**config.mk**
```make
export PLATFORM = sky130hd
export DESIGN_NAME = mux3_rr_arbiter
export DESIGN_NICKNAME = d
export VERILOG_FILES = /design/src/rtl/mux3_arb_pkg.sv /design/src/rtl/rr_pick3.sv /design/src/rtl/mux3_rr_arbiter.sv
export SDC_FILE = /design/constraint.sdc
export NUM_CORES = 1
export LEC_CHECK = 0
export ABC_CLOCK_PERIOD_IN_PS = 2800
export BUFFER_PORTS_ARGS = -buffer_cell sky130_fd_sc_hd__clkbuf_2
export CAP_MARGIN = 30
export CORE_UTILIZATION = 50
export CTS_BUF_LIST = sky130_fd_sc_hd__clkbuf_16
export CTS_CLUSTER_DIAMETER = 100
export DETAILED_ROUTE_END_ITERATION = 12
export PLACE_DENSITY = 0.79
export SYNTH_ARGS = -nofsm -noshare
export SYNTH_HDL_FRONTEND = slang
export SYNTH_HIERARCHICAL = 1
export SYNTH_SLANG_ARGS = --single-unit
```
**constraint.sdc**
```tcl
create_clock -name clk -period 2.8 [get_ports clk]
set_input_delay 0.28 -clock clk [delete_from_list [all_inputs] [get_ports clk]]
set_output_delay 0.28 -clock clk [all_outputs]
set_load 0.1 [all_outputs]
```
**src/rtl/mux3_arb_pkg.sv**
```systemverilog
// Shared types and constants for the three-way round-robin mux arbiter.
package mux3_arb_pkg;

    typedef enum logic {
        IDLE    = 1'b0,
        GRANTED = 1'b1
    } state_e;

    localparam logic [1:0] SEL_D0 = 2'b00;
    localparam logic [1:0] SEL_D1 = 2'b01;
    localparam logic [1:0] SEL_D2 = 2'b10;

    function automatic logic [2:0] idx_to_onehot(input logic [1:0] idx);
        logic [2:0] oh;
        oh = '0;
        case (idx)
            SEL_D0:  oh = 3'b001;
            SEL_D1:  oh = 3'b010;
            SEL_D2:  oh = 3'b100;
            default: oh = '0;
        endcase
        return oh;
    endfunction

endpackage

```
**src/rtl/rr_pick3.sv**
```systemverilog
// Combinational round-robin pick over three requesters; search starts after
// `last` and wraps, so `last` itself is considered lowest priority.
module rr_pick3
    import mux3_arb_pkg::*;
(
    input  logic [2:0] req_masked,
    input  logic [1:0] last,
    output logic       valid,
    output logic [1:0] winner
);

    logic [1:0] ord0, ord1, ord2;

    always_comb begin
        ord0 = SEL_D0;
        ord1 = SEL_D1;
        ord2 = SEL_D2;
        case (last)
            SEL_D0: begin ord0 = SEL_D1; ord1 = SEL_D2; ord2 = SEL_D0; end
            SEL_D1: begin ord0 = SEL_D2; ord1 = SEL_D0; ord2 = SEL_D1; end
            default: begin ord0 = SEL_D0; ord1 = SEL_D1; ord2 = SEL_D2; end
        endcase

        valid  = |req_masked;
        winner = SEL_D0;
        if (req_masked[ord0])      winner = ord0;
        else if (req_masked[ord1]) winner = ord1;
        else if (req_masked[ord2]) winner = ord2;
    end

endmodule

```
**src/rtl/mux3_rr_arbiter.sv**
```systemverilog
// Round-robin arbiter owning the select of a 3:1 data mux, with a hold limit.
// release_i is the holder's release strobe (release is a reserved word).
module mux3_rr_arbiter
    import mux3_arb_pkg::*;
#(
    parameter int unsigned MAX_HOLD = 8
) (
    input  logic       clk,
    input  logic       rst_n,
    input  logic [2:0] req,
    input  logic       release_i,
    output logic [2:0] grant,
    output logic [1:0] sel,
    output logic       busy
);

    localparam int unsigned    CW      = (MAX_HOLD > 1) ? $clog2(MAX_HOLD) : 1;
    localparam logic [CW-1:0]  CNT_MAX = CW'(MAX_HOLD - 1);

    state_e        state_q, state_d;
    logic [2:0]    grant_q, grant_d;
    logic [1:0]    sel_q, sel_d;
    logic [1:0]    last_q, last_d;
    logic [CW-1:0] cnt_q, cnt_d;

    logic [2:0] pick_mask;
    logic [1:0] pick_last;
    logic       pick_valid;
    logic [1:0] pick_winner;
    logic       rel_evt;
    logic       force_rot;

    // One picker serves both cases: in GRANTED the holder is masked and the
    // search starts after it, since it becomes `last` on the handover.
    always_comb begin
        if (state_q == GRANTED) begin
            pick_mask = req & ~idx_to_onehot(sel_q);
            pick_last = sel_q;
        end else begin
            pick_mask = req;
            pick_last = last_q;
        end
    end

    rr_pick3 u_pick (
        .req_masked (pick_mask),
        .last       (pick_last),
        .valid      (pick_valid),
        .winner     (pick_winner)
    );

    always_comb begin
        state_d   = state_q;
        grant_d   = grant_q;
        sel_d     = sel_q;
        last_d    = last_q;
        cnt_d     = cnt_q;
        rel_evt   = release_i || !req[sel_q];
        force_rot = (cnt_q == CNT_MAX) && pick_valid;

        case (state_q)
            IDLE: begin
                if (pick_valid) begin
                    state_d = GRANTED;
                    grant_d = idx_to_onehot(pick_winner);
                    sel_d   = pick_winner;
                    cnt_d   = '0;
                end
            end
            GRANTED: begin
                if (rel_evt || force_rot) begin
                    last_d = sel_q;
                    cnt_d  = '0;
                    if (pick_valid) begin
                        grant_d = idx_to_onehot(pick_winner);
                        sel_d   = pick_winner;
                    end else begin
                        state_d = IDLE;
                        grant_d = '0;
                    end
                end else if (cnt_q != CNT_MAX) begin
                    cnt_d = cnt_q + CW'(1);
                end
            end
            default: state_d = IDLE;
        endcase
    end

    always_ff @(posedge clk or negedge rst_n) begin
        if (!rst_n) begin
            state_q <= IDLE;
            grant_q <= '0;
            sel_q   <= SEL_D0;
            last_q  <= SEL_D2;
            cnt_q   <= '0;
        end else begin
            state_q <= state_d;
            grant_q <= grant_d;
            sel_q   <= sel_d;
            last_q  <= last_d;
            cnt_q   <= cnt_d;
        end
    end

    assign grant = grant_q;
    assign sel   = sel_q;
    assign busy  = |grant_q;

endmodule

```
==> impl_metrics.toml <==
[worst_setup_path]
cp-startpoint = "state_q"
path_class = "flop to flop"
path_cells = "inv_1, o31a_1, or3_1, a21o_1, o21ai_0, mux2_2"
crit_path_end = "last_q[0]"
cp_num_buf_inv = 1
ff2ff_path_depth = 6
endpoint_kind = "flop"
crit_required_ns = 2.92
regToRegSetupSlack_ns = 0.51
start_kind = "flop"
cp_max_fo = 8
cp.arrival_ns = 2.41
slowest_delay_ns = 0.46
cp_num_cells = 6
reg2reg_to = "last_q[0]"
critPathTopFamily = "compound AO/OA/AOI/OAI gates"
r2r_start = "state_q"
cp_slowest_cell = "dfrtp_1"

[clock_network]
cts_buffer_depth = 2
root_buffer = "clkbuf_16"
cts_tree = "done"
clock_latency_ns = 0.24
cts_sinks = 11
htreeDepth = 1
numCtsBuffers = 3
clk_pin_slew_worst_paths_ns = 0.04

[global_routing]
grt_max_degree = 12
grt_pass1_wl_mm = 2.214
grt_usage_pct = 22.64
antenna_found_initial = 0
grt_overflow = 0
grt_pass1_vias = 508

[detailed_routing]
dr.pass1.iters = 3
vias_per_cell = 5.717
drt_iter0_drc = 9
vias = 526
avgRoutedWirePerCell_um = 14.74
ant_nets = 0
wirelength_mm = 1.356
detail_route.drc_violations = 0

[synth]
synth_ff_type = "dfrtp_1"
synth_seq_cells = 11
ys_top_cells_by_count = "10 x dfrtp_1, 5 x inv_1, 5 x nor2b_1, 4 x a32o_1, 4 x mux2_2"
syn_area_um2 = 656.9
yosysMostFrequentCell = "dfrtp_1"
synth.distinct_cells = 24
synthCells = 62
synth_xor_xnor_area_share_pct = 0
yosys.area_share.simple_pct = 15.81
synth_top_area_cell = "dfrtp_1"
seq_area_frac_synth_pct = 42.10
synth-compound-area-share_pct = 22.48
synth_top_family_by_area = "compound AO/OA/AOI/OAI gates"
syn_avg_cell_area_um2 = 10.59
synth_edf_count = 0
ys_warn_count = 6
synthMuxAreaShare_pct = 12.95
yosys.area_share.adder_pct = 3.810
synth_area_leaders = "dfrtp_1 38%, mux2_2 6.9%, a32o_1 6.1%, nor2b_1 4.8%, mux2_4 4.6%"
synth_top_area_share_pct = 38.10
synthesis.nets = 70
synthArstFlopShare_pct = 100.0

[timing]
maxSlewViolCount = 0
setup_viol = 0
fin_crit_ns = 2.287
fin_skew_ns = 0.001334
fin_ws_ns = 0.5128
fmax_ghz = 0.4372
final_hold_viol_count = 0
fin_crit_sh_pct = 81.69
fin_setup_tns_ns = 0
relSlewSlack_pct = 63.98
rsz0062_at_grt = "false"
worst_pin_slew_ns = 0.5427

[placement]
routabilityCongestion = 0.7278
portBuffers = 11
dp_worst_setup_slack_ns = 0.5401

[finish]
fillers = 87
area_growth_pct = 24.76
n_antenna_cell = 0
drive_gt1_share_pct = 30.77
final_nets = 87

[floorplan]
die_w_um = 38.25
core_area_um2 = 1156
rows = 12
initial_utilization_pct = 56.82
die_y_um = 38.25
die_area_um2 = 1463
ioPinCount = 12

[job]
cap_violations = 0

[hold_path]
hp-start = "release_i"
hp-class = "primary input to flop"

[run_status]
status = "completed"
[cells in the final DEF (no fill, tap or decap), drive strengths merged, types with 2 or more instances in the layout]
master and count:
clkbuf 14, dfrtp 10, mux2 6, inv 5, nor2b 5, a32o 4, o31a 3, nand2 3
nor2 3, nand2b 3, o21ai 3, or3 2, and2 2, a22o 2, ha 2
[kinds of logic (layout without fill, tap and decap cells)]
family | count (synthesis) | count (layout)
AOI/OAI and AO/OA | 18 | 18
and+or+nand+nor | 19 | 19
muxes | 7 | 7
adders and majority gates | 2 | 2
DFF | 11 | 11
buffers and inverters | 5 | 21
[registers in the layout, indices dropped and copies added, names as in the netlist]
register	cells
grant	3
last_q	2
cnt_q	3
sel	2
state_q	1
[routing by layer]
layer  track usage (%)  wire length [µm]  vias up
met5                 0                 0        -
met4             5.357                 0        0
met3             6.977                34        0
met2             38.56               678        7
met1             27.65               644      253
li1                  -                 -      266
[what timing repair did]
item,in CTS,in global routing
hold buffers,1,0
endpoints found under the hold margin,10,0
gates resized for setup,0,0
buffers inserted,0,0
[metrics by stage]
stage	std cells	util [%]	hold slack [ns]	instance area, µm²
6_report	92	70.89	0.3378	819.5
4_1_cts	92	70.89	0.3282	819.5
5_1_grt	92	70.89	0.3635	819.5
2_1_floorplan	62	-	-0.01559	656.9
3_3_place_gp	87	63.10	0.1665	729.5
3_5_place_dp	87	63.10	0.1729	729.5
[worst min-delay path by stage]
stage / depth (start not counted) / slack (ns) / to
4_1_cts: 2 / 0.33 / state_q
3_3_place_gp: 1 / 0.17 / cnt_q[0]
3_5_place_dp: 1 / 0.17 / cnt_q[0]
6_report: 2 / 0.34 / state_q
5_1_grt: 2 / 0.36 / state_q
2_1_floorplan: 0 / -0.02 / cnt_q[0]
[layout make-up]
type	instances	area [µm²]	share of cell area (%)
flip-flops and latches	11	276.5	33.74
inverters	5	18.77	2.290
well taps	14	17.52	2.137
clock buffers	3	75.07	9.160
clock inverters	1	5.005	0.6107
multi-input cells	46	361.6	44.12
repair buffers	12	65.06	7.939
Power is left out: the tool's default activity adds up to more than one toggle a clock period on the data nets, which glitch-free logic cannot reach.
